### src/rtl/vga_line_fetch_arb_pkg.sv
// Shared video constants and fetch-arbiter FSM encoding.
// Defaults size a 480x272 RGB565 frame held in a 17-bit word space.
package vga_line_fetch_arb_pkg;

  localparam int RD_H_DEF    = 480;
  localparam int RD_V_DEF    = 272;
  localparam int AW_DEF      = 17;
  localparam int DW_DEF      = 16;
  localparam int WR_SLOT_DEF = 8;
  localparam int PXW         = 9;

  typedef enum logic [1:0] {
    IDLE,
    FETCH,
    DRAIN
  } state_t;

endpackage

### src/rtl/vga_line_fetch_arb_if.sv
// Writer request, single-port memory and line-buffer write bundle.
// master: arbiter side (drives mem_*, wr_ack, lb_*); slave: peer side.
interface vga_line_fetch_arb_if
  import vga_line_fetch_arb_pkg::*;
#(
  parameter int AW = AW_DEF,
  parameter int DW = DW_DEF
);

  logic          wr_req;
  logic [AW-1:0] wr_addr;
  logic [DW-1:0] wr_data;
  logic          wr_ack;

  logic [AW-1:0] mem_addr;
  logic          mem_rd;
  logic          mem_we;
  logic [DW-1:0] mem_wdata;
  logic [DW-1:0] mem_rdata;

  logic           lb_we;
  logic           lb_bank;
  logic [PXW-1:0] lb_addr;
  logic [DW-1:0]  lb_wdata;

  modport master (
    input  wr_req, wr_addr, wr_data, mem_rdata,
    output wr_ack, mem_addr, mem_rd, mem_we, mem_wdata,
    output lb_we, lb_bank, lb_addr, lb_wdata
  );

  modport slave (
    output wr_req, wr_addr, wr_data, mem_rdata,
    input  wr_ack, mem_addr, mem_rd, mem_we, mem_wdata,
    input  lb_we, lb_bank, lb_addr, lb_wdata
  );

endinterface

### src/rtl/vga_line_fetch_arb_slot.sv
// lfa_slot_counter: WR_SLOT modulo counter and writer grant decision.
// Ports: clk, rst_n, clr, en (fetching), idle, armed, wr_req -> grant.
module lfa_slot_counter #(
  parameter int WR_SLOT = 8
) (
  input  logic clk,
  input  logic rst_n,
  input  logic clr,
  input  logic en,
  input  logic idle,
  input  logic armed,
  input  logic wr_req,
  output logic grant
);

  localparam int SW = (WR_SLOT > 1) ? $clog2(WR_SLOT) : 1;
  localparam logic [SW-1:0] LAST = SW'(WR_SLOT - 1);

  logic [SW-1:0] slot;
  logic          at_last;

  assign at_last = (slot == LAST);

  always_ff @(posedge clk or negedge rst_n) begin
    if (!rst_n) begin
      slot <= '0;
    end else if (clr) begin
      slot <= '0;
    end else if (en) begin
      slot <= at_last ? '0 : slot + 1'b1;
    end
  end

  // armed keeps the write strobe quiet while reset is held.
  assign grant = armed & wr_req & (idle | (en & at_last));

endmodule

### src/rtl/vga_line_fetch_arb.sv
// Fetches display lines from a shared single-port memory into a
// two-bank line buffer, giving a writer one slot in WR_SLOT.
// Ports: clk, rst_n, frame_start, line_start, bus (master),
// disp_bank, busy, underrun.
module vga_line_fetch_arb
  import vga_line_fetch_arb_pkg::*;
#(
  parameter int RD_H    = RD_H_DEF,
  parameter int RD_V    = RD_V_DEF,
  parameter int AW      = AW_DEF,
  parameter int DW      = DW_DEF,
  parameter int WR_SLOT = WR_SLOT_DEF
) (
  input  logic clk,
  input  logic rst_n,
  input  logic frame_start,
  input  logic line_start,
  vga_line_fetch_arb_if.master bus,
  output logic disp_bank,
  output logic busy,
  output logic underrun
);

  localparam int LW = $clog2(RD_V + 1);

  state_t         state;
  logic [LW-1:0]  line;
  logic [LW-1:0]  nl;
  logic [AW-1:0]  base;
  logic [PXW-1:0] px;
  logic           fbank;
  logic           armed;
  logic           grant;
  logic           rd;
  logic           last_rd;
  logic           fs;
  logic           ls;

  assign fs = frame_start;
  assign ls = line_start & ~frame_start;

  // An abort moves on to the line after the one being fetched.
  assign nl = (state != IDLE) ? line + 1'b1 : line;

  lfa_slot_counter #(
    .WR_SLOT(WR_SLOT)
  ) u_slot (
    .clk   (clk),
    .rst_n (rst_n),
    .clr   (fs | ls),
    .en    (state == FETCH),
    .idle  (state == IDLE),
    .armed (armed),
    .wr_req(bus.wr_req),
    .grant (grant)
  );

  assign rd      = (state == FETCH) & ~grant;
  assign last_rd = rd & (px == PXW'(RD_H - 1));

  assign bus.mem_rd    = rd;
  assign bus.mem_we    = grant;
  assign bus.wr_ack    = grant;
  assign bus.mem_wdata = bus.wr_data;
  assign bus.mem_addr  = grant ? bus.wr_addr : base + AW'(px);
  assign bus.lb_wdata  = bus.mem_rdata;

  assign busy = (state != IDLE);

  always_ff @(posedge clk or negedge rst_n) begin
    if (!rst_n) begin
      state     <= IDLE;
      line      <= '0;
      base      <= '0;
      px        <= '0;
      fbank     <= 1'b0;
      disp_bank <= 1'b0;
      underrun  <= 1'b0;
      armed     <= 1'b0;
    end else begin
      armed <= 1'b1;
      if (fs) begin
        line      <= '0;
        underrun  <= 1'b0;
        disp_bank <= 1'b1;
        fbank     <= 1'b0;
        base      <= '0;
        px        <= '0;
        state     <= FETCH;
      end else if (ls) begin
        disp_bank <= ~disp_bank;
        line      <= nl;
        if (state != IDLE) begin
          underrun <= 1'b1;
        end
        if (int'(nl) < RD_V) begin
          base  <= AW'(int'(nl) * RD_H);
          fbank <= disp_bank;
          px    <= '0;
          state <= FETCH;
        end else begin
          state <= IDLE;
        end
      end else begin
        unique case (state)
          IDLE: ;
          FETCH: begin
            if (rd) begin
              px <= px + 1'b1;
            end
            if (last_rd) begin
              state <= DRAIN;
            end
          end
          DRAIN: begin
            state <= IDLE;
            line  <= line + 1'b1;
          end
          default: state <= IDLE;
        endcase
      end
    end
  end

  // Read data lands a cycle after mem_rd; the write follows it.
  always_ff @(posedge clk or negedge rst_n) begin
    if (!rst_n) begin
      bus.lb_we   <= 1'b0;
      bus.lb_addr <= '0;
      bus.lb_bank <= 1'b0;
    end else begin
      bus.lb_we <= rd;
      if (rd) begin
        bus.lb_addr <= px;
        bus.lb_bank <= fbank;
      end
    end
  end

endmodule

### src/flat_wrapper.sv
// flat-port wrapper written by rule: the top's interface ports become plain ports
module vga_line_fetch_arb_flat import vga_line_fetch_arb_pkg::*;
#(
  parameter int RD_H    = RD_H_DEF,
  parameter int RD_V    = RD_V_DEF,
  parameter int AW      = AW_DEF,
  parameter int DW      = DW_DEF,
  parameter int WR_SLOT = WR_SLOT_DEF
)
  (clk, rst_n, frame_start, line_start, disp_bank, busy, underrun, bus_wr_req, bus_wr_addr, bus_wr_data, bus_mem_rdata, bus_wr_ack, bus_mem_addr, bus_mem_rd, bus_mem_we, bus_mem_wdata, bus_lb_we, bus_lb_bank, bus_lb_addr, bus_lb_wdata);
  vga_line_fetch_arb_if #(.AW(AW), .DW(DW)) bus_i ();
  input  logic clk;
  input  logic rst_n;
  input  logic frame_start;
  input  logic line_start;
  output logic disp_bank;
  output logic busy;
  output logic underrun;
  input wire logic [$bits(bus_i.wr_req)-1:0] bus_wr_req;
  input wire logic [$bits(bus_i.wr_addr)-1:0] bus_wr_addr;
  input wire logic [$bits(bus_i.wr_data)-1:0] bus_wr_data;
  input wire logic [$bits(bus_i.mem_rdata)-1:0] bus_mem_rdata;
  output wire logic [$bits(bus_i.wr_ack)-1:0] bus_wr_ack;
  output wire logic [$bits(bus_i.mem_addr)-1:0] bus_mem_addr;
  output wire logic [$bits(bus_i.mem_rd)-1:0] bus_mem_rd;
  output wire logic [$bits(bus_i.mem_we)-1:0] bus_mem_we;
  output wire logic [$bits(bus_i.mem_wdata)-1:0] bus_mem_wdata;
  output wire logic [$bits(bus_i.lb_we)-1:0] bus_lb_we;
  output wire logic [$bits(bus_i.lb_bank)-1:0] bus_lb_bank;
  output wire logic [$bits(bus_i.lb_addr)-1:0] bus_lb_addr;
  output wire logic [$bits(bus_i.lb_wdata)-1:0] bus_lb_wdata;
  assign bus_i.wr_req = bus_wr_req;
  assign bus_i.wr_addr = bus_wr_addr;
  assign bus_i.wr_data = bus_wr_data;
  assign bus_i.mem_rdata = bus_mem_rdata;
  assign bus_wr_ack = bus_i.wr_ack;
  assign bus_mem_addr = bus_i.mem_addr;
  assign bus_mem_rd = bus_i.mem_rd;
  assign bus_mem_we = bus_i.mem_we;
  assign bus_mem_wdata = bus_i.mem_wdata;
  assign bus_lb_we = bus_i.lb_we;
  assign bus_lb_bank = bus_i.lb_bank;
  assign bus_lb_addr = bus_i.lb_addr;
  assign bus_lb_wdata = bus_i.lb_wdata;
  vga_line_fetch_arb #(.RD_H(RD_H), .RD_V(RD_V), .AW(AW), .DW(DW), .WR_SLOT(WR_SLOT)) u_core (.clk(clk), .rst_n(rst_n), .frame_start(frame_start), .line_start(line_start), .bus(bus_i), .disp_bank(disp_bank), .busy(busy), .underrun(underrun));
endmodule
### config.mk
export PLATFORM = sky130hd
export DESIGN_NAME = vga_line_fetch_arb_flat
export DESIGN_NICKNAME = d
export VERILOG_FILES = /design/src/rtl/vga_line_fetch_arb_pkg.sv /design/src/rtl/vga_line_fetch_arb_if.sv /design/src/rtl/vga_line_fetch_arb_slot.sv /design/src/rtl/vga_line_fetch_arb.sv /design/src/flat_wrapper.sv
export SDC_FILE = /design/constraint.sdc
export NUM_CORES = 1
export LEC_CHECK = 0
export CAP_MARGIN = 20
export CORE_AREA = 2 2 109 111
export CTS_CLUSTER_DIAMETER = 120
export DETAILED_ROUTE_END_ITERATION = 6
export DIE_AREA = 0 0 111 113
export PLACE_DENSITY_LB_ADDON = 0.2
export SLEW_MARGIN = 20
export SYNTH_ARGS = -nofsm -noshare
export SYNTH_HDL_FRONTEND = slang
export SYNTH_SLANG_ARGS = --single-unit
### constraint.sdc
create_clock -name clk -period 3.9 [get_ports clk]
set_clock_uncertainty 0.15 [all_clocks]
set_input_delay 0.39 -clock clk [delete_from_list [all_inputs] [get_ports clk]]
set_output_delay 0.39 -clock clk [all_outputs]
set_load 0.03 [all_outputs]
==> run summary <==
Mapped Area -> 0.00387 sq mm
Antenna diodes -> 0
I/O pin total -> 120
Clk Tree Root Cell -> clkbuf_16
DR DRC count -> 0
global placement routability congestion -> 0.887
Crit path max-delay family -> adder cells
most frequent cells in the layout -> 54 x clkdlybuf4s50_1, 53 x nand2_1, 47 x dfrtp_1
Final Hold Viols -> 0
Post-synth EDFFs -> 0
Hold WC Path Type -> in2async
area grow syn2layout -> 22.7%
max cap viols -> 0
Pwr Density -> 281 mW/mm^2
dpl hpwl -> 6.38 mm
hold-fix buffers at CTS -> 0
post-layout minimum cycle time -> 3.72 ns
maximum fanout along the worst path -> 5
leakage power total -> 0.00212 uW
port buffer count -> 55
initial core utilization -> 34.3%
worst hold margin -> 0.0568 ns
die width -> 111 microns
max_slew headroom -> 51.1%
Max stage delay on crit path -> 0.50 ns
Avg WL per Cell -> 13.7 microns
via density per instance -> 4.91
total design power -> 1340 uW
vias in the first global route -> 3,238
Clock Path Buffers -> 2
Net Count, Synth -> 525
CTS Buf Count -> 5
largest net degree at the start of global routing -> 51
Worst-Margin Slew -> 0.733 ns
Pre-Repair DR Iteration Count -> 4
Cells after DPL -> 610
Placement Rows -> 39
sequential share of the synthesized area -> 32.4%
die area -> 0.0125 sq mm
final setup fails -> 0
Nets -> 569
ys async rst share -> 100%
core area -> 0.0113 sq mm
YS warnings -> 0
CTS tree -> built
GRT Total Usage -> 14.1%
Post-synth top flop -> dfrtp_1
Final WS setup -> 0.181 ns
clk slew on worst S/H paths -> 0.08 ns
Seq cells post-synth -> 50
Final Instance Count excl. Fillers -> 625
CP Launch Type -> flop
WP buf/inv -> 3
share of layout cells above drive strength 1 -> 14.1%
CP required -> 3.93 ns
first-pass GRT wire length -> 15.0 mm
nature of the critical path endpoint -> flop
Syn Area/Cell -> 8.85 sq um
Tcrit/Tclk final -> 95.4%
fmax -> 0.269 GHz
crit-path cells -> and4_4 > nand3_4 > xor2_4 > xor2_1 > ha_1 > inv_1 > fa_1 > inv_1 > ha_1 > buf_4 > nand2_1 > o21ai_0 > a31o_2 > a21oi_2 > xnor2_1 > a22o_1
Yosys cell types -> 49
post-route setup TNS -> 0 ns
initial antenna violation count -> 0
status -> complete, no violations
CTS H-tree depth -> 2
fill count -> 1,124
crit path kind -> reg2reg
Cells after Synth -> 437
Setup WS pre-CTS -> -0.0274 ns
Max VDD drop -> 0.167 mV
slowest stage cell, crit path -> fa_1
Max Slew Vio Count -> 0
DRT antenna net count -> 0
clk_lat worst skew -> 0.29 ns
routed vias -> 3,067
Chip Height -> 113 microns
Final Routed Wirelength -> 8.55 mm
grt ovf -> 0
commonest non-fill, non-tap cell in the layout -> clkdlybuf4s50_1
Crit path arrival time -> 3.75 ns
clk sinks -> 50
drt initial violations -> 94
==> metrics by stage <==
step	cell area (sq um)	utilization, %
finish	4750	42.1
global route	4750	42.1
CTS	4610	40.9
detailed placement	4450	39.4
global placement	4450	39.4
floorplan	3870	-
==> cell type report <==
class	count	area (sq um)	share of cell area, %
multi-input cells	303	2260	47.6
flip-flops and latches	50	1250	26.4
repair buffers	83	756	15.9
well taps	143	179	3.77
inverters	38	145	3.06
clock buffers	5	125	2.64
clock inverters	3	28.8	0.606
==> timing repair <==
| action | CTS | global route |
|---|---|---|
| gates resized for setup | 2 | 17 |
| buffers inserted | 0 | 7 |
| pin swaps | 0 | 7 |
| endpoints found under the setup margin | 1 | 5 |
==> where the power goes <==
part | leakage, uW | switching (uW) | total [uW] | internal, uW
Sequential | 0.000669 | 20.8 | 560 | 539
Clock | 0.0000759 | 216 | 462 | 245
Combinational | 0.00137 | 171 | 314 | 143
==> sequential cells by signal, indices dropped and copies added, names as in the netlist, 2 cells and up <==
register and count:
u_core.state 2, u_core.base 12, u_core.line 9, u_core.u_slot.slot 3, u_core.px 9, u_core.bus.lb_addr 9
==> synth_stat cells (2+ instances only) <==
master    number  area, sq um
nand2_1       53          199
dfrtp_1       50         1250
o21ai_0       40          200
inv_1         37          139
buf_4         35          263
ha_1          25          313
a21oi_1       21          105
nor2_1        19         71.3
xnor2_1       19          166
xor2_1        18          158
a22o_1        12          105
fa_1           9          180
nand3_1        9         45.0
nor3_1         9         45.0
clkbuf_1       8         30.0
nor2b_1        7         43.8
a31oi_1        6         37.5
nand4_1        6         37.5
a21o_1         4         30.0
mux2i_1        4         40.0
or3_1          4         25.0
and3_1         3         18.8
buf_2          3         15.0
mux2_2         3         33.8
nand2b_1       3         18.8
o21bai_1       3         22.5
a31o_2         2         17.5
and4_1         2         17.5
maj3_1         2         20.0
nor4_1         2         12.5
==> cells by family (layout without fill, tap and decap cells) <==
family	Yosys count	in the layout	share of synthesized area, %
flops	50	50	32.4
compound gates	96	96	15.1
simple gates	123	123	15.6
buf+inv	84	129	11.7
mux	7	7	1.91
fa+ha+maj	36	36	13.3
xor+xnor	40	40	9.93
other cells	1	1	0.0970
==> worst paths after layout <==
check	to	cells past startpoint	from	slack (ns)
setup / recovery	u_core.base[16]	16	u_core.line[1]	0.18
hold / removal	u_core.bus.lb_addr[1]	2	rst_n	0.06
setup reg to reg	u_core.base[16]	16	u_core.line[1]	0.18
hold reg to reg	u_core.bus.lb_bank	2	u_core.fbank	0.33
max in group asynchronous	u_core.line[4]	2	rst_n	3.08
min in group clk	u_core.bus.lb_bank	2	u_core.fbank	0.33
==> routing by layer <==
metal	global-route usage (%)	share of wire (%)	up-vias
li1	-	-	1538
met1	18.6	48	1427
met2	23.8	46	81
met3	2.57	4.8	21
met4	4.17	1.4	0
met5	0	0	-
Note: power is estimated with default switching activity, not from simulation.
